===== config.mk =====
export PLATFORM = sky130hd
export DESIGN_NAME = pm_fetch_sequencer_flat
export DESIGN_NICKNAME = d
export VERILOG_FILES = /design/src/rtl/pm_fetch_if.sv /design/src/rtl/pm_fetch_sequencer.sv /design/src/flat_wrapper.sv
export SDC_FILE = /design/constraint.sdc
export NUM_CORES = 1
export LEC_CHECK = 0
export CAP_MARGIN = 30
export CORE_UTILIZATION = 31
export DETAILED_ROUTE_END_ITERATION = 8
export GPL_TIMING_DRIVEN = 0
export MAX_ROUTING_LAYER = met4
export PLACE_DENSITY = 0.63
export SETUP_SLACK_MARGIN = 0.2
export SLEW_MARGIN = 10
export SYNTH_ARGS = -nofsm -noshare
export SYNTH_HDL_FRONTEND = slang
export SYNTH_SLANG_ARGS = --single-unit

===== constraint.sdc =====
create_clock -name clk -period 5.6 [get_ports clk]
set_input_delay 1.68 -clock clk [delete_from_list [all_inputs] [get_ports clk]]
set_output_delay 1.68 -clock clk [all_outputs]
set_load 0.1 [all_outputs]

===== src/rtl/pm_fetch_if.sv =====
// Program-memory read port plus the instruction hand-off to execute.
// The fetch sequencer is the master; memory and execute sit on the slave side.
interface pm_fetch_if;
  logic [7:0] pm_addr;
  logic [7:0] pm_data;
  logic       instr_valid;
  logic       instr_ready;
  logic [7:0] instr_op;
  logic [7:0] instr_b1;
  logic [7:0] instr_b2;
  logic [1:0] instr_len;
  logic [7:0] instr_pc;
  logic       illegal;
  logic       halted;

  modport master (
    output pm_addr,
    input  pm_data,
    output instr_valid,
    input  instr_ready,
    output instr_op,
    output instr_b1,
    output instr_b2,
    output instr_len,
    output instr_pc,
    output illegal,
    output halted
  );

  modport slave (
    input  pm_addr,
    output pm_data,
    input  instr_valid,
    output instr_ready,
    input  instr_op,
    input  instr_b1,
    input  instr_b2,
    input  instr_len,
    input  instr_pc,
    input  illegal,
    input  halted
  );
endinterface


===== src/rtl/pm_fetch_sequencer.sv =====
// Byte-serial instruction fetch: assembles 1-3 byte instructions,
// resolves JMP locally and issues one instruction at a time.
module pm_fetch_sequencer #(
  parameter logic [7:0] END_ADDR = 8'd14,
  parameter logic [7:0] RESET_PC = 8'd0
) (
  input logic        clk,
  input logic        rst,
  pm_fetch_if.master bus
);

  localparam logic [7:0] OP_JMP = 8'h07;

  typedef enum logic [2:0] {
    FETCH_OP,
    FETCH_B1,
    FETCH_B2,
    ISSUE,
    HALT
  } state_t;

  state_t     state, state_d;
  logic [7:0] pc, pc_d;
  logic [7:0] op, op_d;
  logic [7:0] b1, b1_d;
  logic [7:0] b2, b2_d;
  logic [1:0] len, len_d;
  logic [7:0] ipc, ipc_d;
  logic       ill, ill_d;

  function automatic logic [2:0] decode(input logic [7:0] o);
    logic [2:0] r;
    unique case (1'b1)
      (o == 8'h00), (o == 8'h06): r = 3'b011;
      (o == 8'h01), (o == 8'h03),
      (o == 8'h07):               r = 3'b010;
      (o == 8'h12):               r = 3'b001;
      default:                    r = 3'b101;
    endcase
    return r;
  endfunction

  logic [2:0] dec;
  assign dec = decode(bus.pm_data);

  always_comb begin
    state_d = state;
    pc_d    = pc;
    op_d    = op;
    b1_d    = b1;
    b2_d    = b2;
    len_d   = len;
    ipc_d   = ipc;
    ill_d   = ill;
    unique case (state)
      FETCH_OP: begin
        if (pc >= END_ADDR) begin
          state_d = HALT;
        end else begin
          op_d    = bus.pm_data;
          ipc_d   = pc;
          b1_d    = 8'h00;
          b2_d    = 8'h00;
          len_d   = dec[1:0];
          ill_d   = dec[2];
          pc_d    = pc + 8'd1;
          state_d = (dec[1:0] > 2'd1) ? FETCH_B1 : ISSUE;
        end
      end
      FETCH_B1: begin
        b1_d = bus.pm_data;
        // JMP is consumed here and never reaches execute
        if (op == OP_JMP) begin
          pc_d    = bus.pm_data;
          state_d = FETCH_OP;
        end else begin
          pc_d    = pc + 8'd1;
          state_d = (len == 2'd3) ? FETCH_B2 : ISSUE;
        end
      end
      FETCH_B2: begin
        b2_d    = bus.pm_data;
        pc_d    = pc + 8'd1;
        state_d = ISSUE;
      end
      ISSUE: begin
        if (bus.instr_ready) state_d = FETCH_OP;
      end
      HALT: state_d = HALT;
      default: state_d = FETCH_OP;
    endcase
  end

  always_ff @(posedge clk or posedge rst) begin
    if (rst) begin
      state <= FETCH_OP;
      pc    <= RESET_PC;
      op    <= 8'h00;
      b1    <= 8'h00;
      b2    <= 8'h00;
      len   <= 2'd0;
      ipc   <= 8'h00;
      ill   <= 1'b0;
    end else begin
      state <= state_d;
      pc    <= pc_d;
      op    <= op_d;
      b1    <= b1_d;
      b2    <= b2_d;
      len   <= len_d;
      ipc   <= ipc_d;
      ill   <= ill_d;
    end
  end

  assign bus.pm_addr     = pc;
  assign bus.instr_valid = (state == ISSUE);
  assign bus.instr_op    = op;
  assign bus.instr_b1    = b1;
  assign bus.instr_b2    = b2;
  assign bus.instr_len   = len;
  assign bus.instr_pc    = ipc;
  assign bus.illegal     = ill;
  assign bus.halted      = (state == HALT);

endmodule


===== src/flat_wrapper.sv =====
// flat-port wrapper written by rule: the top's interface ports become plain ports
module pm_fetch_sequencer_flat 
#(
  parameter logic [7:0] END_ADDR = 8'd14,
  parameter logic [7:0] RESET_PC = 8'd0
)
  (clk, rst, bus_pm_addr, bus_pm_data, bus_instr_valid, bus_instr_ready, bus_instr_op, bus_instr_b1, bus_instr_b2, bus_instr_len, bus_instr_pc, bus_illegal, bus_halted);
  pm_fetch_if bus_i ();
  input logic clk;
  input logic rst;
  output wire logic [$bits(bus_i.pm_addr)-1:0] bus_pm_addr;
  input wire logic [$bits(bus_i.pm_data)-1:0] bus_pm_data;
  output wire logic [$bits(bus_i.instr_valid)-1:0] bus_instr_valid;
  input wire logic [$bits(bus_i.instr_ready)-1:0] bus_instr_ready;
  output wire logic [$bits(bus_i.instr_op)-1:0] bus_instr_op;
  output wire logic [$bits(bus_i.instr_b1)-1:0] bus_instr_b1;
  output wire logic [$bits(bus_i.instr_b2)-1:0] bus_instr_b2;
  output wire logic [$bits(bus_i.instr_len)-1:0] bus_instr_len;
  output wire logic [$bits(bus_i.instr_pc)-1:0] bus_instr_pc;
  output wire logic [$bits(bus_i.illegal)-1:0] bus_illegal;
  output wire logic [$bits(bus_i.halted)-1:0] bus_halted;
  assign bus_pm_addr = bus_i.pm_addr;
  assign bus_i.pm_data = bus_pm_data;
  assign bus_instr_valid = bus_i.instr_valid;
  assign bus_i.instr_ready = bus_instr_ready;
  assign bus_instr_op = bus_i.instr_op;
  assign bus_instr_b1 = bus_i.instr_b1;
  assign bus_instr_b2 = bus_i.instr_b2;
  assign bus_instr_len = bus_i.instr_len;
  assign bus_instr_pc = bus_i.instr_pc;
  assign bus_illegal = bus_i.illegal;
  assign bus_halted = bus_i.halted;
  pm_fetch_sequencer #(.END_ADDR(END_ADDR), .RESET_PC(RESET_PC)) u_core (.clk(clk), .rst(rst), .bus(bus_i));
endmodule

* Word-level counts from Yosys, hierarchy flattened
Cells that the tools add are included.
** Operators by class
- Add/sub/neg operators :: 1
- $mul :: 0
- Divide/modulo/power cells :: 0
- Order comparisons :: 2
- Eq/ne operators :: 13
- Shift-type cells :: 0
- Muxes and demuxes :: 13
- Bitwise gates (word level) :: 1
- Reduce and logical (&&, ||, !) cells :: 11
** Operators by type and width (count)
- $pmux W8 S2 :: 2
- $eq A8 B3 Y1 const B :: 3
- $mux W8 :: 3
- $pmux W8 S3 :: 1
- $pmux W3 S5 :: 1
- $mux W3 :: 3
- $pmux W3 S3 :: 1
- $add A8 B1 Y8 const B :: 1
- $eq A8 B1 Y1 const B :: 1
- $eq A8 B2 Y1 const B :: 1
- $eq A8 B5 Y1 const B :: 1
- $ge A8 B4 Y1 const B :: 1
- $logic_not A8 Y1 :: 1
- $reduce_and A2 Y1 :: 4
- $eq A3 B2 Y1 const B :: 2
- $reduce_bool A2 Y1 :: 2
- $eq A3 B1 Y1 const B :: 1
- $eq A3 B3 Y1 const B :: 1
- $logic_not A3 Y1 :: 1
- $reduce_bool A3 Y1 :: 1
- $reduce_or A3 Y1 :: 1
- $eq A2 B2 Y1 const B :: 1
- $gt A2 B1 Y1 const B :: 1
- $mux W2 :: 1
- 5 further kinds :: 5
** Word-level totals
- Register bits after elaboration :: 46
- Bits in latches :: 0
- RAM bits :: 0
- Memory bits (read-only) :: 0
- Output and inout bits :: 45
- Logic and storage cells :: 49
- Memories :: 0

* Logic depth before layout (Yosys ltp)
- Word-level depth :: 7
- Mapped depth :: 7
- Mapped depth without buffers :: 6

* Least setup slack after synthesis
OpenSTA, ideal clock, no wires.
- Path kind :: flip-flop to output port
- Start point :: register u_core.state[1]
- End point :: output bus_halted
- Arrival time :: 2735 ps
- Setup slack :: 1185 ps
- Cell stages (with the launch flop) :: 2
- Buffers on the path :: 0
- Cells stage by stage :: dfrtp_1 nor3b_1
** Between the ends
- Cells in the longest elaborated chain, start to end :: 1
** Ends and longest elaborated chain
- from (decl) :: line pm_fetch_sequencer.sv:22 : state_t state, state_d;
- from (signal assigned) :: line pm_fetch_sequencer.sv:105 : state <= state_d;
- $eq A3 B3 Y1 :: line pm_fetch_sequencer.sv:124 : assign bus.halted = (state == HALT);
- to (decl) :: line flat_wrapper.sv:21 : output wire logic [$bits(bus_i.halted)-1:0] bus_halted;
No other way between the ends.

* Worst setup path after layout
- Start point :: register u_core.state[0]
- End point :: output bus_halted
Same word-level chain as after synthesis.

==> flow_summary.ini <==
[worst_setup_path]
end_kind = output port
startpoint_type = flip-flop
cp-endpoint = bus_halted
cp_slowest_cell = clkdlybuf4s50_1
r2r-end = u_core.bus.pm_addr[1]
critPathKind = flip-flop to output port
reg2reg_from = u_core.bus.pm_addr[0]
crit_start = u_core.state[0]
required_ns = 3.92
reg2reg_slack_ns = 3.55
critical_path.max_fanout = 9
r2r_cells = 6
path_cells = buf_4, nor3b_1, clkdlybuf4s50_1
arrival_ns = 2.25
max_stage_delay_ns = 1.19

[grt]
grt_pass1_wl_um = 9140
grt_overflow = 0
globalRouteTotalUtil_pct = 16.8
antenna_found_initial = 0
grt_pass1_vias = 1721
grt_start_max_net_pins = 31

[timing]
period_needed_ns = 3.93
fmax_mhz = 254
slew_violations = 0
min_period_over_period_pct = 70.3
setup_violations = 0
rsz0062_at_grt = false
tns_ns = 0
max_slew_margin_pct = 34.0
finClkSkew_ns = 0.00473
tightest_slew_ns = 0.987
worst_slack_ns = 1.67
finalHoldViolations = 0

[detailed_routing]
drc = 0
dr.pass1.iters = 4
via_count = 1797
drtIter0Drc = 159
drt_wl_total_um = 5610
routed_via_density = 5.15
wl_met3_um = 278
top_layer = met4
wl_met2_um = 2520
wire_per_inst_um = 16.1
postRouteAntennaNets = 0
wl_met1_um = 2740

[synthesis]
synth_area_um2 = 2150
async_flop_share_pct = 100
synth_enable_flop_cells = 0
yosysUniqueCellTypes = 45
seq_area_frac_synth_pct = 53.5
ys_dominant_reg_cell = dfrtp_1
synth_nets = 223
ys_seq_elements = 46
syn_area_per_cell_um2 = 10.2
ys_warn_count = 0
synthesis.instances = 210

[run_status]
status = finished, final reports clean

[clock_network]
ctsRootBufferMaster = clkbuf_8
cts.clk_slew.worst_paths_ns = 0.09
cts_buffer_depth = 2
cts-resized-gates = 0
cts_hold_buf = 0
clock_latency_ns = 0.30
cts_tree = built
postCtsSetupBuffers = 0
cts_made_buffers = 5
cts_max_level = 2
clock-sinks = 46

[cells_and_area]
final_cell_mix = clkdlybuf4s50_1 (54), nand2_1 (52), dfrtp_1 (46), o21ai_0 (12), a22o_1 (8)
layout.nets = 285
layout-drive-gt1-share_pct = 8.82
final_common_cell = clkdlybuf4s50_1
area_growth_pct = 34.3
n_antenna_cell = 0

[die]
fp.dieArea_um2 = 7280
chipHeight_um = 85.3
ios = 56
die_x_um = 85.3
rows = 29
coreArea_um2 = 6530
floorplan.initialDensity_pct = 32.9

[job]
max-cap-violations = 0

[place]
place_ws_ns = 2.01
portBuffers = 54
globalplace.congestion = 0.791
hpwl_um = 3940

[worst_hold_path]
hp-class = flip-flop to flip-flop
-- state kept, by name (all words and copies together) (netlist names) --
name / cells
u_core.bus.instr_b1: 8
u_core.bus.instr_b2: 8
u_core.bus.instr_op: 8
u_core.bus.instr_pc: 8
u_core.bus.pm_addr: 8
u_core.state: 3
u_core.bus.instr_len: 2
u_core.bus.illegal: 1
-- through the flow --
stage          hold slack (ns)  util [%]  cell area, um2  instances
2_1_floorplan            0.712         -            2150        210
3_3_place_gp             0.464      42.7            2790        341
3_5_place_dp             0.470      43.0            2810        342
4_1_cts                  0.492      44.2            2890        349
5_1_grt                  0.519      44.2            2890        349
6_report                 0.483      44.2            2890        349
-- critical path, delay by kind of cell, from the launching register on --
family                 cells  cell delay [ns]
buffers and inverters      2             1.35
DFF                        1             0.37
and+or+nand+nor            1             0.23
-- Yosys cell counts (all sizes together), types with 5 or more instances --
library cell / number / area share (%)
a22o: 8 / 3.3
a2bb2oi: 5 / 2.0
inv: 5 / 0.87
nand3: 7 / 1.6
clkbuf: 6 / 1.0
a21oi: 5 / 1.2
dfrtp: 46 / 54
buf: 6 / 1.7
a211oi: 6 / 2.7
nor2: 6 / 1.2
nand2: 52 / 9.1
o21ai: 12 / 2.8
mux2i: 7 / 3.3
-- routing by layer --
| metal | vias up | GRT usage (%) |
|---|---|---|
| li1 | 864 | - |
| met1 | 875 | 23.5 |
| met2 | 50 | 25.0 |
| met3 | 8 | 3.21 |
| met4 | 0 | 4.85 |
| met5 | - | - |
-- final cells by class --
type,count,area (um2)
tap,77,96.3
inverter,5,18.8
buffer,12,60.1
timing repair buffer,55,561
fill,620,3640
multi-input combinational,147,921
clock inverter,1,7.51
clock buffer,6,72.6
sequential,46,1150
-- worst min-delay path by stage --
| stage | endpoint | depth (start not counted) | slack (ns) | from |
|---|---|---|---|---|
| 6_report | u_core.bus.instr_pc[2] | 2 | 0.48 | u_core.bus.instr_pc[2] |
| 3_3_place_gp | u_core.bus.instr_pc[2] | 2 | 0.46 | u_core.bus.instr_pc[2] |
| 3_5_place_dp | u_core.bus.instr_pc[5] | 1 | 0.47 | u_core.bus.instr_pc[5] |
| 5_1_grt | u_core.bus.instr_pc[2] | 2 | 0.52 | u_core.bus.instr_pc[2] |
| 2_1_floorplan | u_core.bus.instr_b2[2] | 3 | 0.71 | u_core.state[0] |
| 4_1_cts | u_core.bus.instr_pc[2] | 2 | 0.49 | u_core.bus.instr_pc[2] |
-- logic make-up (layout without fill, tap and decap cells) --
logic type | count (synthesis) | in the layout | share of synthesized area [%]
DFF | 46 | 46 | 53.5
adders and majority gates | 2 | 2 | 1.16
muxes | 9 | 9 | 4.30
and+or+nand+nor | 90 | 90 | 21.6
AOI/OAI and AO/OA | 46 | 46 | 15.8
buffers and inverters | 17 | 79 | 3.66
Power is left out: the tool's default activity adds up to more than one toggle a clock period on the data nets, which glitch-free logic cannot reach.
